File: config.mk
export PLATFORM = sky130hd
export DESIGN_NAME = wb_regfile
export DESIGN_NICKNAME = d
export VERILOG_FILES = /design/src/rtl/wb_regfile.sv
export SDC_FILE = /design/constraint.sdc
export NUM_CORES = 2
export LEC_CHECK = 0
export ABC_CLOCK_PERIOD_IN_PS = 91800
export BUFFER_PORTS_ARGS = -buffer_cell sky130_fd_sc_hd__buf_2
export CAP_MARGIN = 20
export CORE_ASPECT_RATIO = 0.6
export CORE_UTILIZATION = 26
export CTS_CLUSTER_DIAMETER = 100
export DETAILED_ROUTE_END_ITERATION = 10
export PLACE_DENSITY_LB_ADDON = 0.08
export SLEW_MARGIN = 20
export SYNTH_ARGS = -nofsm -noshare
export SYNTH_HDL_FRONTEND = slang
export SYNTH_SLANG_ARGS = --single-unit
File: constraint.sdc
create_clock -name clk -period 91.8 [get_ports clk]
set_clock_uncertainty 0.15 [all_clocks]
set_input_delay 27.54 -clock clk [delete_from_list [all_inputs] [get_ports clk]]
set_output_delay 27.54 -clock clk [all_outputs]
set_load 0.005 [all_outputs]
File: src/rtl/wb_regfile.sv
// Purpose: 32 x 32-bit general register file; WB write port, two ID read ports with WB->ID bypass, debug read port.
// Latency: reads are combinational (zero cycles); a write commits at the rising clk edge.
// Backpressure: none; one write-back beat is accepted every cycle.
module wb_regfile #(
  parameter int WIDTH      = 32,
  parameter int DEPTH_LOG2 = 5
) (
  input  logic                  clk,
  input  logic                  clr,
  input  logic                  we,
  input  logic [DEPTH_LOG2-1:0] wn,
  input  logic [WIDTH-1:0]      d,
  input  logic [DEPTH_LOG2-1:0] rna,
  input  logic [DEPTH_LOG2-1:0] rnb,
  output logic [WIDTH-1:0]      qa,
  output logic [WIDTH-1:0]      qb,
  input  logic [DEPTH_LOG2-1:0] dbg_rn,
  output logic [WIDTH-1:0]      dbg_q,
  output logic [15:0]           wr_cnt
);

  localparam int NREG = 1 << DEPTH_LOG2;

  // Entry 0 is reset with the rest and never written, so it stays a constant zero.
  logic [WIDTH-1:0] regs_q [NREG];
  logic [15:0]      wr_cnt_q;
  logic [15:0]      wr_cnt_d;
  logic             commit;

  // A write to register 0 is architecturally a no-op, so it neither stores nor counts.
  assign commit = we && (wn != '0);

  // Committed-write counter; wraps naturally at 16 bits.
  always_comb begin
    wr_cnt_d = wr_cnt_q;
    if (commit) begin
      wr_cnt_d = wr_cnt_q + 16'd1;
    end
  end

  // Register array and counter; clr clears everything without waiting for clk.
  always_ff @(posedge clk or posedge clr) begin
    if (clr) begin
      for (int i = 0; i < NREG; i++) begin
        regs_q[i] <= '0;
      end
      wr_cnt_q <= '0;
    end else begin
      if (commit) begin
        regs_q[wn] <= d;
      end
      wr_cnt_q <= wr_cnt_d;
    end
  end

  // Port A: zero for r0 or during clr, else the in-flight WB data on a match, else stored value.
  always_comb begin
    qa = '0;
    if (!clr && (rna != '0)) begin
      qa = (commit && (wn == rna)) ? d : regs_q[rna];
    end
  end

  // Port B: same selection as port A, driven by rnb.
  always_comb begin
    qb = '0;
    if (!clr && (rnb != '0)) begin
      qb = (commit && (wn == rnb)) ? d : regs_q[rnb];
    end
  end

  // Debug port shows committed contents only, never the bypass value.
  always_comb begin
    dbg_q = '0;
    if (!clr && (dbg_rn != '0)) begin
      dbg_q = regs_q[dbg_rn];
    end
  end

  assign wr_cnt = wr_cnt_q;

endmodule

* Yosys cells after proc, flatten, opt, wreduce, memory -nomap -nowiden *
Index checks and enable logic that the tools add are counted.

storage, ports and cells
  register bits after elaboration = 1,040
  output and inout port bits = 112
  word-level logic and storage cells = 74

operators by class
  add/subtract/negate cells = 1
  $lt $le $gt $ge = 5
  equal/unequal tests = 2
  mux-type cells = 17
  bitwise gates (word level) = 4
  reduce and logical (&&, ||, !) cells = 12

operators by type and width
  kind                                                        count
  bitwise mux 1024 bit                                        1
  binary-select mux 32 bit (select 5 bit)                     3
  2-to-1 mux 32 bit                                           12
  demux 32 bit (select 5 bit)                                 1
  >= comparator 6 bit, second input constant                  4
  NOT 5 -> 6 bit                                              4
  nonzero test 5 bit                                          4
  adder 16 x 1 -> 16 bit, second input constant               1
  == test 5 bit                                               2
  logical AND 1 bit                                           7
  less-than comparator 6 x 1 -> 1 bit, second input constant  1
  zero test 1 bit                                             1

* Longest topological paths before layout *
  word-level depth = 6
  gate-level depth with buffers = 10
  mapped depth without buffers = 5

* Worst setup path after synthesis *
Ideal clock, no wire load.

  kind = input to output
  start = input rnb[0]
  end = output qb[10]
  data arrival time = 29.551 ns
  required time = 64.110 ns
  slack = 34.559 ns
  stages = 5
  buffers on the path = 2
  path through = clkbuf_1 -> clkbuf_1 -> mux4_2 -> mux4_2 -> a221o_1

between the ends
  word-level cells in the longest chain between the ends = 6

ends and longest elaborated chain
  what                                                  line  source
  start: declaration                                    14    input logic [DEPTH_LOG2-1:0] rnb,
  NOT 5 -> 6 bit (not written as such)                  68    qb = (commit && (wn == rnb)) ? d : regs_q[rnb];
  binary-select mux 32 bit (select 5 bit)               68
  2-to-1 mux 32 bit (not written as such) (2 in a row)  68
  2-to-1 mux 32 bit                                     68
  2-to-1 mux 32 bit (*)                                 67    if (!clr && (rnb != '0)) begin
  end: declaration                                      16    output logic [WIDTH-1:0] qb,

Every way passes the cells marked *; elsewhere a longest branch is shown, timed or not. The select of a mux whose other input is x is not followed.

* Worst setup path in the final report *
  start = input dbg_rn[1]
  end = output dbg_q[29]

between the ends
  word-level cells in the longest chain between the ends = 5

ends and longest elaborated chain
  what                                                  line  source
  start: declaration                                    17    input logic [DEPTH_LOG2-1:0] dbg_rn,
  NOT 5 -> 6 bit (not written as such)                  76    dbg_q = regs_q[dbg_rn];
  binary-select mux 32 bit (select 5 bit)               76
  2-to-1 mux 32 bit (not written as such) (2 in a row)  76
  2-to-1 mux 32 bit (*)                                 75    if (!clr && (dbg_rn != '0)) begin
  end: declaration                                      18    output logic [WIDTH-1:0] dbg_q,

Marked as above.

==> flow_metrics.env <==
export IMPL_hold_buffers=0
export IMPL_layout_drive_gt1_share_pct=50.44
export IMPL_r2r_start="wr_cnt[4]"
export IMPL_ys_seq_elements=1040
export IMPL_p_seq_share_pct=41.0
export IMPL_ys_warn_count=0
export IMPL_hold_depth=0
export IMPL_drv_slew=0
export IMPL_crit_chain="buf_8, buf_4, buf_4, buf_4, mux4_2, nor2_1, a22o_1, o31ai_2, buf_2"
export IMPL_path_common_cell="buf_4"
export IMPL_crit_type="in -> out"
export IMPL_path_clk_slew_ns=0.07
export IMPL_switching_share_pct=31.77
export IMPL_hold_start="regs_q[994]"
export IMPL_synth_commonest_cells="mux2_2, dfrtp_1, mux4_2"
export IMPL_startpoint_type="input port"
export IMPL_synthTopCellsByArea="dfrtp_1, mux4_2, mux2_2"
export IMPL_firstDrtPassIters=7
export IMPL_r2r_slack_ns=89.91
export IMPL_fmax_mhz=16.81
export IMPL_p_clk_share_pct=33.8
export IMPL_outcome="finished clean"
export IMPL_ys_flop_type="dfrtp_1"
export IMPL_portBuffers=166
export IMPL_wire_per_inst_um=38.93
export IMPL_drtIter0Drc=4502
export IMPL_p_int_w=0.001058
export IMPL_place_ws_ns=32.35
export IMPL_post_synth_top_count_cell="mux2_2"
export IMPL_routed_wl_mm=309.6
export IMPL_grt_pass1_vias=45750
export IMPL_met2WireLength_mm=131.1
export IMPL_dp_hpwl_mm=183.9
export IMPL_dr_total_vias=46140
export IMPL_syn_area_um2=64720
export IMPL_irDropWorstVdd_uv=15.93
export IMPL_async_flop_share_pct=100.0
export IMPL_cts_resized=0
export IMPL_r2r_end="wr_cnt[15]"
export IMPL_p_comb_share_pct=25.3
export IMPL_core_area_um2=246800
export IMPL_grt_ovfl_total=0
export IMPL_crit_slowest_cell="o31ai_2"
export IMPL_ctsLongestPathBuffers=3
export IMPL_synth_top_cell_by_area="dfrtp_1"
export IMPL_met1Wirelength_mm=153.3
export IMPL_final_area_um2=73160
export IMPL_die_width_um=646.1
export IMPL_required_ns=64.11
export IMPL_worstMarginPinSlew_ns=1.205
export IMPL_cts_sinks=1040
export IMPL_finalHoldViolCount=0
export IMPL_slew_headroom_pct=19.48
export IMPL_setup_viol=0
export IMPL_grt_usage_pct=24.41
export IMPL_drtAntennaViolNets=0
export IMPL_grt_pass1_wl_mm=424.1
export IMPL_cts_buffers=120
export IMPL_crit_arrival_ns=31.79
export IMPL_grt_max_degree=132
export IMPL_cts_root_buf="clkbuf_16"
export IMPL_p_leak_nw=30.10
export IMPL_placed_cell_area_um2=69030
export IMPL_post_route_period_util_pct=64.79
export IMPL_path_max_fanout=55
export IMPL_io_pins=167
export IMPL_via_per_inst=5.803
export IMPL_yosys_area_top_type_share_pct=40.21
export IMPL_post_cts_buffers=0
export IMPL_dieArea_um2=251000
export IMPL_cts_max_level=3
export IMPL_fp_dieH_um=388.5
export IMPL_finalCriticalPeriod_ns=59.48
export IMPL_crit_path_end_kind="output pin"
export IMPL_synth_distinct_cells=53
export IMPL_ff2ff_path_depth=5
export IMPL_hold_path_endpoint="regs_q[994]"
export IMPL_yosysSeqAreaShare_pct=40.21
export IMPL_syn_inst=4682
export IMPL_critical_path_buf_inv_count=5
export IMPL_row_count=141
export IMPL_rsz0062_at_grt="false"
export IMPL_area_growth_pct=13.04
export IMPL_cts_tree="done"
export IMPL_top_layer="met4"
export IMPL_hold_class="reg -> reg"
export IMPL_power_density_nw_per_um2=21.19
export IMPL_antenna_found_initial=40
export IMPL_clk_latency_ns=0.77
export IMPL_fin_tns_setup_ns=0
export IMPL_place_congestion=0.7800
export IMPL_cpPeakStageDelay_ns=0.86
export IMPL_path_delay_family="buffers and inverters"
export IMPL_syn_avg_cell_area_um2=13.82
export IMPL_drc=0
export IMPL_p_sw_w=0.0004926
export IMPL_num_nets_final=4620
export IMPL_drv_cap=0
export IMPL_synth_edf_count=0
export IMPL_wl_met3_mm=17.95
export IMPL_syn_nets=4738
export IMPL_start_util_pct=26.22
export IMPL_final_setup_worst_slack_ns=32.32
==> sequential cells by signal (all words and copies together), names as in the netlist <==
| signal | count |
|---|---|
| regs_q | 1024 |
| wr_cnt | 16 |
==> through the flow <==
step | cells | total power, W | util [%] | hold slack, ns
floorplan | 4682 | 0.0008905 | - | 0.3118
global placement | 7730 | 0.001029 | 27.96 | 0.2506
detailed placement | 7731 | 0.001030 | 27.97 | 0.2549
CTS | 7950 | 0.001560 | 29.64 | 0.2693
global route | 7951 | 0.001619 | 29.64 | 0.2811
finish | 7951 | 0.001550 | 29.64 | 0.2688
==> how the worst max path moves through the flow <==
stage | startpoint | endpoint | cells past startpoint
after floorplan | rnb[0] | qb[10] | 5
after global placement | dbg_rn[1] | dbg_q[2] | 9
after detailed placement | dbg_rn[1] | dbg_q[2] | 9
after CTS | dbg_rn[1] | dbg_q[2] | 9
after global routing | dbg_rn[0] | dbg_q[7] | 9
final | dbg_rn[1] | dbg_q[29] | 9
==> cells by family (layout without fill, tap and decap cells) <==
kind of cell / Yosys count / after routing / synth area share, %
xor+xnor: 25 / 25 / 0.3383
other cells: 0 / 1 / 0
compound gates: 726 / 726 / 7.609
buf+inv: 549 / 528 / 3.526
flops: 1040 / 1040 / 40.21
mux: 1958 / 1958 / 45.67
simple gates: 383 / 383 / 2.625
fa+ha+maj: 1 / 1 / 0.01933
==> layer usage <==
metal	vias up	global-route usage, %
met5	-	0
met4	0	5.151
li1	18240	-
met1	25860	38.09
met2	1678	35.16
met3	356	3.809
==> power groups by stage <==
stage,clock network (W),logic [W],registers (W)
global route,0.000554,0.000416,0.000649
detailed placement,0,0.000391,0.000639
global placement,0,0.000389,0.000640
CTS,0.000536,0.000393,0.000632
floorplan,0,0.000283,0.000608
finish,0.000523,0.000392,0.000636
==> worst reg2reg max path: stages (launching register included) <==
cell	delay (ns)
dfrtp_1	0.46
and4_1	0.28
and3_1	0.20
nand3_1	0.17
nor4_1	0.38
xor2_1	0.17
==> cell type report <==
type                    count  area, µm²
diodes                      1      2.502
clock buffers             181       3646
clock inverters            38      474.2
fillers                 24570     173700
inverters                   7      33.78
multi-input cells        3093      36810
flip-flops and latches   1040      26030
well taps                3289       4115
repair buffers            302       2048
==> cell usage in the layout, fill, tap and decap left out, types with 10 or more instances in the layout <==
cell / netlist / layout
nand2_4: 0 / 14
a22o_1: 79 / 79
a221o_1: 32 / 32
nor2_4: 0 / 15
mux2_2: 1107 / 1107
clkinv_2: 0 / 21
nand4_1: 27 / 27
mux2_1: 11 / 11
o21ai_0: 115 / 113
nand2_1: 59 / 44
buf_2: 144 / 154
o21a_1: 56 / 56
o31ai_1: 55 / 46
nor2_1: 230 / 215
clkbuf_16: 0 / 123
a22oi_1: 144 / 144
a21oi_1: 186 / 186
clkbuf_8: 0 / 36
clkbuf_1: 317 / 23
mux2i_1: 156 / 156
mux4_2: 684 / 684
xnor2_1: 15 / 15
buf_4: 7 / 130
dfrtp_1: 1040 / 1040
bufinv_16: 0 / 10
xor2_1: 10 / 10
Note: power is estimated with default switching activity, not from simulation.
